File: src/rtl/any1_pkg.sv
// Shared types for the ANY1 memory sequencer: element sizes, FSM states, lane masks.
package any1_pkg;

    typedef enum logic [1:0] {
        SZ_BYTE  = 2'd0,
        SZ_WYDE  = 2'd1,
        SZ_TETRA = 2'd2,
        SZ_OCTA  = 2'd3
    } size_e;

    typedef enum logic [2:0] {
        ST_IDLE  = 3'd0,
        ST_AGEN  = 3'd1,
        ST_ISSUE = 3'd2,
        ST_BUS   = 3'd3,
        ST_DONE  = 3'd4
    } state_e;

    function automatic logic [7:0] size_mask(input size_e sz);
        case (sz)
            SZ_BYTE:  return 8'h01;
            SZ_WYDE:  return 8'h03;
            SZ_TETRA: return 8'h0F;
            default:  return 8'hFF;
        endcase
    endfunction

    // Low address bits that must be zero for a naturally aligned access.
    function automatic logic [2:0] align_mask(input size_e sz);
        case (sz)
            SZ_BYTE:  return 3'b000;
            SZ_WYDE:  return 3'b001;
            SZ_TETRA: return 3'b011;
            default:  return 3'b111;
        endcase
    endfunction

    function automatic logic [63:0] expand_mask(input logic [7:0] m);
        logic [63:0] r;
        for (int i = 0; i < 8; i++) begin
            r[8*i +: 8] = {8{m[i]}};
        end
        return r;
    endfunction

endpackage

File: src/rtl/any1_memseq_lane.sv
// Byte-lane steering: select mask, store-data shift-up and load-data shift-down/zero-extend.
// Purely combinational, zero latency, no flow control.
module any1_memseq_lane
    import any1_pkg::*;
(
    input  size_e       sz_i,
    input  logic [2:0]  off_i,
    input  logic [63:0] wdat_i,
    input  logic [63:0] dat_i,
    output logic [7:0]  sel_o,
    output logic [63:0] wdat_o,
    output logic [63:0] rdat_o
);

    always_comb begin
        sel_o  = size_mask(sz_i) << off_i;
        wdat_o = wdat_i << {off_i, 3'b000};
        rdat_o = (dat_i >> {off_i, 3'b000}) & expand_mask(size_mask(sz_i));
    end

endmodule

File: src/rtl/any1_memseq.sv
// Element-by-element load/store sequencer driving a single-beat bus; 3 cycles per zero-wait element.
// Bus stalls hold all strobe/address/data outputs until ack or err; no request queueing.
module any1_memseq
    import any1_pkg::*;
#(
    parameter int AWID  = 32,
    parameter int VLMAX = 64
) (
    input  logic            clk,
    input  logic            rst,
    input  logic            req_i,
    input  logic            req_we_i,
    input  logic [1:0]      req_sz_i,
    input  logic [6:0]      req_vlen_i,
    output logic [5:0]      step_o,
    input  logic [AWID-1:0] ea_i,
    input  logic [63:0]     wdat_i,
    output logic            cyc_o,
    output logic            stb_o,
    output logic            we_o,
    output logic [7:0]      sel_o,
    output logic [AWID-1:0] adr_o,
    output logic [63:0]     dat_o,
    input  logic            ack_i,
    input  logic            err_i,
    input  logic [63:0]     dat_i,
    output logic [63:0]     rdat_o,
    output logic            rvalid_o,
    output logic [5:0]      relem_o,
    output logic            busy_o,
    output logic            done_o,
    output logic            fault_o
);

    state_e      state_q;
    logic        we_q;
    size_e       sz_q;
    logic [6:0]  vlen_q;
    logic [2:0]  off_q;

    logic [6:0]  vlen_d;
    logic [2:0]  lane_off;
    logic        misaligned;
    logic        last_elem;
    logic [7:0]  lane_sel;
    logic [63:0] lane_wdat;
    logic [63:0] lane_rdat;

    always_comb begin
        vlen_d = req_vlen_i;
        if (req_vlen_i == 7'd0) begin
            vlen_d = 7'd1;
        end else if (req_vlen_i > 7'(VLMAX)) begin
            vlen_d = 7'(VLMAX);
        end
    end

    // Store steering uses the fresh address in ISSUE; load steering uses the offset latched with adr_o.
    assign lane_off   = (state_q == ST_ISSUE) ? ea_i[2:0] : off_q;
    assign misaligned = |(ea_i[2:0] & align_mask(sz_q));
    assign last_elem  = ({1'b0, step_o} == (vlen_q - 7'd1));
    assign busy_o     = (state_q != ST_IDLE);

    any1_memseq_lane u_lane (
        .sz_i   (sz_q),
        .off_i  (lane_off),
        .wdat_i (wdat_i),
        .dat_i  (dat_i),
        .sel_o  (lane_sel),
        .wdat_o (lane_wdat),
        .rdat_o (lane_rdat)
    );

    always_ff @(posedge clk or posedge rst) begin
        if (rst) begin
            state_q  <= ST_IDLE;
            we_q     <= 1'b0;
            sz_q     <= SZ_BYTE;
            vlen_q   <= 7'd1;
            off_q    <= 3'd0;
            step_o   <= 6'd0;
            cyc_o    <= 1'b0;
            stb_o    <= 1'b0;
            we_o     <= 1'b0;
            sel_o    <= 8'd0;
            adr_o    <= '0;
            dat_o    <= 64'd0;
            rdat_o   <= 64'd0;
            rvalid_o <= 1'b0;
            relem_o  <= 6'd0;
            done_o   <= 1'b0;
            fault_o  <= 1'b0;
        end else begin
            rvalid_o <= 1'b0;
            done_o   <= 1'b0;
            fault_o  <= 1'b0;
            case (state_q)
                ST_IDLE: begin
                    if (req_i) begin
                        we_q    <= req_we_i;
                        sz_q    <= size_e'(req_sz_i);
                        vlen_q  <= vlen_d;
                        step_o  <= 6'd0;
                        state_q <= ST_AGEN;
                    end
                end
                ST_AGEN: begin
                    state_q <= ST_ISSUE;
                end
                ST_ISSUE: begin
                    if (misaligned) begin
                        fault_o <= 1'b1;
                        done_o  <= 1'b1;
                        state_q <= ST_DONE;
                    end else begin
                        adr_o   <= {ea_i[AWID-1:3], 3'b000};
                        off_q   <= ea_i[2:0];
                        sel_o   <= lane_sel;
                        dat_o   <= lane_wdat;
                        we_o    <= we_q;
                        cyc_o   <= 1'b1;
                        stb_o   <= 1'b1;
                        state_q <= ST_BUS;
                    end
                end
                ST_BUS: begin
                    if (err_i) begin
                        cyc_o   <= 1'b0;
                        stb_o   <= 1'b0;
                        fault_o <= 1'b1;
                        done_o  <= 1'b1;
                        state_q <= ST_DONE;
                    end else if (ack_i) begin
                        cyc_o <= 1'b0;
                        stb_o <= 1'b0;
                        if (!we_q) begin
                            rdat_o   <= lane_rdat;
                            relem_o  <= step_o;
                            rvalid_o <= 1'b1;
                        end
                        if (last_elem) begin
                            done_o  <= 1'b1;
                            state_q <= ST_DONE;
                        end else begin
                            step_o  <= step_o + 6'd1;
                            state_q <= ST_AGEN;
                        end
                    end
                end
                ST_DONE: begin
                    state_q <= ST_IDLE;
                end
                default: begin
                    state_q <= ST_IDLE;
                end
            endcase
        end
    end

endmodule

File: config.mk
export PLATFORM = sky130hd
export DESIGN_NAME = any1_memseq
export DESIGN_NICKNAME = d
export VERILOG_FILES = /design/src/rtl/any1_pkg.sv /design/src/rtl/any1_memseq_lane.sv /design/src/rtl/any1_memseq.sv
export SDC_FILE = /design/constraint.sdc
export NUM_CORES = 1
export LEC_CHECK = 0
export CELL_PAD_IN_SITES_DETAIL_PLACEMENT = 0
export CELL_PAD_IN_SITES_GLOBAL_PLACEMENT = 2
export CORE_MARGIN = 10
export CORE_UTILIZATION = 29
export DETAILED_ROUTE_END_ITERATION = 12
export GPL_TIMING_DRIVEN = 0
export PLACE_DENSITY_LB_ADDON = 0.2
export SETUP_SLACK_MARGIN = 0.5
export SYNTH_ARGS = -nofsm -noshare
export SYNTH_HDL_FRONTEND = slang
export SYNTH_SLANG_ARGS = --single-unit
File: constraint.sdc
create_clock -name clk -period 23.2 [get_ports clk]
set_input_delay 6.96 -clock clk [delete_from_list [all_inputs] [get_ports clk]]
set_output_delay 6.96 -clock clk [all_outputs]
set_load 0.005 [all_outputs]
; Yosys cells after proc, flatten, opt, wreduce, memory -nomap -nowiden
; Cells that the tools add are included.
[op_classes]
n_eq_ne = 12
n_bitwise = 5
addsub = 2
n_shift = 3
n_reduce_logical = 13
div = 0
n_mux = 31
n_mul = 0
order_cmp = 1
[op_table]
columns = op, count
row1 = $and A64 B64 Y64, 1
row2 = $shl A64 B6 Y64, 1
row3 = $shr A64 B6 Y64, 1
row4 = $mux W6, 4
row5 = $pmux W8 S3, 1
row6 = $mux W3, 6
row7 = $mux W7, 2
row8 = $mux W1, 12
row9 = $pmux W3 S4, 1
row10 = $pmux W6 S2, 1
row11 = $ne A2 B2 Y1 const B, 5
row12 = $pmux W3 S3, 1
row13 = $shl A8 B3 Y8, 1
row14 = $eq A6 B7 Y1, 1
row15 = $gt A7 B7 Y1 const B, 1
row16 = $logic_not A7 Y1, 1
row17 = $sub A7 B1 Y7 const B, 1
row18 = $add A6 B1 Y6 const B, 1
row19 = $eq A3 B2 Y1 const B, 2
row20 = $pmux W1 S2, 3
row21 = $reduce_and A2 Y1, 3
row22 = $reduce_and A5 Y1, 1
row23 = $reduce_and A4 Y1, 1
row24 = $reduce_bool A2 Y1, 2
row25 = other kinds (11), 13
[totals]
latch_bits = 0
out_inout_bits = 187
n_memories = 0
regBits = 198
ramBits = 0
mem_bits_ro = 0

; Longest topological paths before layout
; Gate-level depths: netlist (run 1).
[logic_depth]
depth_word = 6
mapped_depth = 11

; Modules after synthesis
; Synthesis (run 1) repeated with hierarchy kept, for this count alone.
[unflattened]
cells_unflattened = 1018
area_unflattened_um2 = 11461.0
[by_module_without_submodules]
columns = module, seq_area_each_um2, cells_per_inst, area_per_inst_um2, n_inst
row1 = any1_memseq, 4956.0, 535, 7987.7, 1
row2 = any1_memseq_lane, 0.0, 483, 3473.3, 1

; Least setup slack after synthesis (run 1)
; Ideal clock, no wire load.
[synth_path]
kind = input-to-reg
start = in ea_i[2]
end = reg dat_o[18]
t_arrival_ns = 8.420
cell_stages = 7
path_buffers = 2
setup_slack_ns = 14.714
required_ns = 23.134
path_cell_list = buf_2 -> a21o_1 -> a21oi_2 -> nand2_1 -> nor2_2 -> clkbuf_1 -> a22o_1
[synth_between]
elab_chain_cells = 4
word_cells_on_any_way = 6
cone_classes = shift: 1 / mux: 1 / bitwise: 2 / reduce/logical: 2
[synth_lines]
columns = item, line_no
row1 = from (decl), any1_memseq.sv:16  ; input logic [AWID-1:0] ea_i,
row2 = branches (longest 4 deep; another with $shl A64 B6 Y64), --
row3 = to (signal assigned), any1_memseq.sv:119  ; dat_o <= lane_wdat;
row4 = to (decl), any1_memseq.sv:23  ; output logic [63:0] dat_o,
; Parallel ways; which one is timed is not known.
; A chain may end at the register's enable or synchronous reset.

; Worst setup path after layout (run 1)
[layout_path]
start = in ea_i[1]
end = reg dat_o[8]
; Same word-level chain as after synthesis.

==> results.tsv, run 1 <==
stage	metric	value	unit
placement	dp_hpwl	42.4	mm
synthesis	synth_cell_types	74	
clock_tree	clk_pin_slew	0.08	ns
critical_path	crit_top_cell	nand2_1	
sta	tightestPinTransition	0.963	ns
hold_path	hold_path.class	flip-flop to flip-flop	
clock_tree	cts_tree	done	
global_route	grt-ovfl-total	0	
global_route	antenna_found_initial	6	
sta	timing.final.crit_share	41.1	%
global_route	grt_usage	23.5	%
floorplan	die_h	215	µm
critical_path	critical_path.top_delay_family	simple AND/OR/NAND/NOR gates	
routing	drc	0	
routing	drtAntennaViolNets	0	
clock_tree	cts_buffers	17	
floorplan	rows	71	
synthesis	synth_seq_cells	198	
final_layout	n_fill_cell	3844	
synthesis	netlist_area	0.0110	mm²
synthesis	synth_area_leaders	dfrtp_1, nand2_1, mux2i_1, a22o_1, o21ai_0	
sta	hold_viol_final	0	
routing	post_drt_wl_per_cell	26.5	µm
sta	rsz0062_at_grt	false	
clock_tree	postCtsHoldBufs	0	
clock_tree	postCtsSetupBuffers	0	
synthesis	synth_edf_count	0	
synthesis	yosysMostFrequentCell	nand2_1	
final_layout	utilization	42.3	%
synthesis	synth_top_area_cell	dfrtp_1	
synthesis	synth_ff_type	dfrtp_1	
critical_path	crit_required	23.58	ns
clock_tree	root_buffer	clkbuf_16	
sta	tns	0	ns
clock_tree	worst_skew_pair.late_latency	0.47	ns
power	power_leakage	7.07	nW
synthesis	async_reset_ff_share	100	%
synthesis	syn_avg_cell_area	9.11	µm²
global_route	grt_pass1_wl	80.3	mm
routing	drt-pass1-iter-count	5	
placement	gp_congestion	0.906	
floorplan	dieArea	0.0461	mm²
critical_path	worstPathArrival	9.91	ns
floorplan	initial_core_util	29.3	%
critical_path	start_kind	primary input	
status	status	completed	
critical_path	path_cells	clkdlybuf4s50_1 -> a21o_1 -> a21oi_2 -> nand2_1 -> nor2_2 -> nand2_1 -> o21ai_0	
hold_path	min-delay-start	adr_o[30]$_DFFE_PP0P_	
final_layout	layout-drive-gt1-share	7.76	%
floorplan	die_w	215	µm
final_layout	areaGrowthSynthToFinish	44.4	%
routing	num_vias	11000	
critical_path	cp-end-kind	flip-flop	
clock_tree	cts_resized	0	
placement	port_buffers	357	
clock_tree	clock_path_buffers	2	
sta	maxSlewViolCount	0	
synthesis	synthTopCellsByCount	nand2_1, dfrtp_1, mux2i_1	
global_route	grt_pass1_vias	11200	
routing	avgViaCountPerCell	5.23	
critical_path	r2r_start	state_q[0]$_DFFE_PP0P_	
synthesis	yosysSeqAreaShare	45.1	%
power	powerDensity	140	mW/mm²
run	drv_cap	0	
synthesis	synthDominantCellAreaShare	44.9	%
global_route	grt_max_degree	113	
final_layout	nets	1762	
critical_path	crit_type	primary input to flip-flop	
clock_tree	cts_sinks	198	
sta	setup_viol	0	
critical_path	path_buf_inv	1	
sta	layout_min_cycle_time	9.53	ns
synthesis	postSynthCellCount	1206	
sta	maxSlewHeadroom	35.6	%
routing	drt-total-wl	55.9	mm
clock_tree	cts_max_level	4	
floorplan	ioPinCount	362	
floorplan	core_area	0.0375	mm²
critical_path	slowest_delay	0.72	ns
sta	finClkSkew	0.00983	ns
synthesis	synth_warnings	0	
critical_path	worst_path_max_delay_cell	nor2_2	
power	vdd_ir_drop_max	0.0000883	V
sta	max_freq	105	MHz
critical_path	crit_fanout	10	
critical_path	crit_path_start	ea_i[1]	
routing	drt_iter0_drc	920	
flip-flops by register name, summed over array words and instances, names as in the netlist, 2 cells and up:
| signal | flops |
|---|---|
| step_o | 6 |
| dat_o | 64 |
| sz_q | 2 |
| off_q | 3 |
| state_q | 3 |
| vlen_q | 7 |
| relem_o | 6 |
| sel_o | 8 |
| rdat_o | 64 |
| adr_o | 29 |
worst paths after layout:
kind	to	slack, ns	cells past startpoint
min in group asynchronous	adr_o[23]$_DFFE_PP0P_	7.01	2
worst min register to register	adr_o[30]$_DFFE_PP0P_	0.48	2
worst max-delay path	dat_o[8]$_DFFE_PP0P_	13.67	7
worst max register to register	rdat_o[25]$_DFFE_PP0P_	20.13	8
max in group asynchronous	dat_o[62]$_DFFE_PP0P_	15.20	3
worst min-delay path	adr_o[30]$_DFFE_PP0P_	0.48	2
routing by layer:
layer	vias to the layer above	part of all wire, %	GRT usage (%)
li1	5048	-	-
met1	5503	43	30.0
met2	441	48	38.1
met3	52	7.7	6.42
met4	2	1.8	6.43
met5	-	0.021	0
report_power, final:
group	switching, mW	leakage (nW)	total, mW	internal (mW)
registers	0.0798	2.58	0.553	0.473
logic	0.781	4.19	1.35	0.566
clock network	0.154	0.300	0.323	0.169
area by class of cell:
cell class	count	area, µm²	share of cell area [%]
multi-input combinational	909	5460	34.4
timing repair buffer	358	3600	22.7
inverter	6	35.0	0.221
tap	511	639	4.03
clock inverter	12	156	0.986
clock buffer	20	457	2.88
antenna	5	12.5	0.0789
sequential	198	4960	31.2
buffer	95	548	3.45
cell families (layout without fill, tap and decap cells):
| logic type | count (synthesis) | after routing | share of synthesized area, % |
|---|---|---|---|
| buffers and inverters | 101 | 491 | 5.24 |
| muxes | 117 | 117 | 11.1 |
| DFF | 198 | 198 | 45.1 |
| and+or+nand+nor | 497 | 497 | 19.8 |
| xor gates and xnor gates | 8 | 8 | 0.638 |
| AOI/OAI and AO/OA | 282 | 282 | 17.8 |
| adders and majority gates | 2 | 2 | 0.228 |
| other | 1 | 8 | 0.0341 |
worst register-to-register path, delay by kind of cell, from the launching register on:
family	cells	cell delay [ns]
buffers and inverters	3	0.79
and+or+nand+nor	2	0.57
AOI/OAI and AO/OA	2	0.68
DFF	1	0.37
muxes	1	0.61
stage by stage:
step / std cells / hold WS [ns] / setup slack (ns) / power [mW] / instance area, µm²
6_report: 2114 / 0.475 / 13.67 / 2.22 / 15900
3_3_place_gp: 2076 / 0.453 / 7.47 / 1.89 / 15200
3_5_place_dp: 2077 / 0.458 / 13.23 / 1.90 / 15200
4_1_cts: 2109 / 0.482 / 13.72 / 2.23 / 15900
5_1_grt: 2112 / 0.496 / 13.59 / 2.35 / 15900
2_1_floorplan: 1208 / 0.449 / 10.84 / 1.26 / 11000
cells in the final DEF (no fill, tap or decap), types with 8 or more instances in the layout:
cell             Yosys  routed
buf_2               30      30
nor2_1              63      63
a31oi_1              9       9
a2bb2oi_1            8       8
a22o_1              57      57
o22ai_1              9       9
clkdlybuf4s50_1      0     357
nand4_1             15      15
nand3_1             49      49
nand2_1            308     308
o21ai_0             68      68
nor3_1              11      11
clkbuf_1            34      35
buf_4               15      15
mux2i_1            106     106
a221o_1             17      17
clkbuf_16            0      17
o21ai_1             25      25
a32oi_1             11      11
a21oi_1             32      32
and3_1              14      14
buf_6               13      13
nand2b_1             9       9
dfrtp_1            197     197
No activity file was read; power rests on OpenSTA's default activity.
==> run 2, diff against run 1 <==
CORE_UTILIZATION = 27   (was 29)
clock period = 9.9 ns   (was 23.2 ns; I/O delays follow)
==> results.tsv, run 2 (synthesis gave the netlist of run 1 again) <==
stage	metric	value	unit	change
final_layout	reg_top3	dat_o x64, rdat_o x64, adr_o x29		
final_layout	final_common_cell	clkdlybuf4s50_1		
clock_tree	root_buffer	clkbuf_16		
floorplan	core_area	0.0400	mm²	+6.7%
placement	placed_area	0.0153	mm²	+0.11%
critical_path	start_kind	primary input		
final_layout	areaGrowthSynthToFinish	44.4	%	about the same
critical_path	crit_type	primary input to flip-flop		
power	powerDensity	327	mW/mm²	+130%
sta	setup_viol	0		unchanged
floorplan	ioPinCount	362		unchanged
power	vdd_ir_drop_max	0.000191	V	+120%
floorplan	die_h	222	µm	+3.3%
power	finalPower	5.19	mW	+130%
sta	tightestPinTransition	0.995	ns	+0.0319 ns
sta	rsz0062_at_grt	false		
global_route	grt_pass1_vias	11400		+1.3%
routing	drc	0		unchanged
clock_tree	cts_tree	done		
clock_tree	clk_pin_slew	0.08	ns	about the same
final_layout	nets	1762		unchanged
sta	timing.final.crit_share	55.3	%	
clock_tree	cts_max_level	4		unchanged
routing	drt-pass1-iter-count	7		+2
critical_path	cp-end-kind	flip-flop		
routing	avgViaCountPerCell	5.17		-1.1%
final_layout	final_area	0.0159	mm²	about the same
status	status	completed		
sta	layout_min_cycle_time	5.48	ns	
global_route	grt_usage	22.5	%	-0.97 points
critical_path	crit_required	10.30	ns	-13.28 ns
routing	drt-total-wl	57.2	mm	+2.2%
critical_path	worstPathArrival	5.88	ns	-4.03 ns
global_route	grt_max_degree	101		-11%
power	power_leakage	7.05	nW	-0.25%
clock_tree	postCtsHoldBufs	0		unchanged
sta	finClkSkew	0.0109	ns	+0.00107 ns
run	drv_cap	0		unchanged
clock_tree	cts_resized	0		unchanged
sta	hold_viol_final	0		unchanged
final_layout	layout_common_cells	clkdlybuf4s50_1, nand2_1, dfrtp_1, mux2i_1, o21ai_0		
clock_tree	clock_path_buffers	2		unchanged
clock_tree	worst_skew_pair.late_latency	0.47	ns	about the same
global_route	grt_pass1_wl	82.4	mm	+2.6%
clock_tree	postCtsSetupBuffers	0		unchanged
sta	tns	0	ns	unchanged
critical_path	crit_fanout	10		unchanged
sta	maxSlewViolCount	0		unchanged
global_route	antenna_found_initial	10		+4
final_layout	layout-drive-gt1-share	7.76	%	unchanged
clock_tree	cts_sinks	198		unchanged
floorplan	dieArea	0.0492	mm²	+6.7%
routing	post_drt_wl_per_cell	26.9	µm	+1.6%
global_route	grt-ovfl-total	0		unchanged
floorplan	die_w	222	µm	+3.3%
floorplan	rows	73		+2.8%
routing	drtAntennaViolNets	0		unchanged
routing	num_vias	11000		-0.40%
routing	drt_iter0_drc	759		-18%
placement	gp_congestion	0.895		-1.2%
sta	maxSlewHeadroom	33.4	%	-2.1 points
sta	max_freq	183	MHz	
hold_path	hold_path.class	flip-flop to flip-flop		
placement	dp_hpwl	43.7	mm	+3.2%
placement	port_buffers	357		unchanged
floorplan	initial_core_util	27.5	%	-1.8 points
clock_tree	cts_buffers	17		unchanged
[run 2: cell count changes in the layout (fill, tap and decap cells not counted)]
| cell | change |
|---|---|
| clkinv_8 | +2 |
| clkbuf_8 | -2 |
| inv_8 | -2 |
| inv_6 | +2 |
| bufinv_16 | -1 |
| clkinvlp_4 | +1 |
[run 2: final timing paths]
path / start / to / slack [ns] / depth (start not counted)
min in group asynchronous: rst / adr_o[22]$_DFFE_PP0P_ / 2.98 / 2
setup reg to reg: state_q[0]$_DFFE_PP0P_ / rdat_o[25]$_DFFE_PP0P_ / 6.87 / 8
setup / recovery: ea_i[1] / dat_o[19]$_DFFE_PP0P_ / 4.42 / 7
max in group asynchronous: rst / dat_o[61]$_DFFE_PP0P_ / 5.89 / 3
hold / removal: we_o$_DFFE_PP0P_ / we_o$_DFFE_PP0P_ / 0.48 / 2
hold reg to reg: we_o$_DFFE_PP0P_ / we_o$_DFFE_PP0P_ / 0.48 / 2
[run 2: power breakdown]
| part | internal, mW | leakage (nW) | switching [mW] |
|---|---|---|---|
| registers | 1.11 | 2.58 | 0.189 |
| clock network | 0.360 | 0.282 | 0.369 |
| logic | 1.33 | 4.19 | 1.83 |
| total | 2.80 | 7.05 | 2.39 |
[run 2: worst max-delay path: stages]
cell and delay [ns]:
clkdlybuf4s50_1 0.56, a21o_1 0.23, a21oi_2 0.29, nand2_1 0.29
nor2_2 0.67, clkbuf_1 0.62, a22o_1 0.23
[run 2: metrics by stage]
stage	hold WS (ns)	cells	util (%)	worst slack, ns
2_1_floorplan	0.449	1208	-	1.53
3_3_place_gp	0.455	2090	38.1	-1.89
3_5_place_dp	0.463	2091	38.1	3.99
4_1_cts	0.482	2123	39.6	4.47
5_1_grt	0.507	2127	39.6	4.36
6_report	0.477	2128	39.7	4.42
[run 2: area by class of cell]
cell class | instances | area [µm²]
Inverter | 6 | 35.0
Clock buffer | 18 | 429
Tap cell | 525 | 657
Fill cell | 4110 | 24100
Sequential cell | 198 | 4960
Antenna cell | 5 | 12.5
Buffer | 95 | 548
Clock inverter | 14 | 161
Timing Repair Buffer | 358 | 3600
Multi-Input combinational cell | 909 | 5460
[run 2: routing by layer]
| layer | up-vias | share of wire (%) | wire, µm | GRT usage (%) |
|---|---|---|---|---|
| met2 | 424 | 48 | 27400 | 36.8 |
| met4 | 10 | 1.8 | 1060 | 5.77 |
| li1 | 5074 | - | - | - |
| met1 | 5447 | 43 | 24700 | 28.6 |
| met3 | 47 | 7.0 | 4030 | 6.10 |
| met5 | - | 0.089 | 51 | 0 |
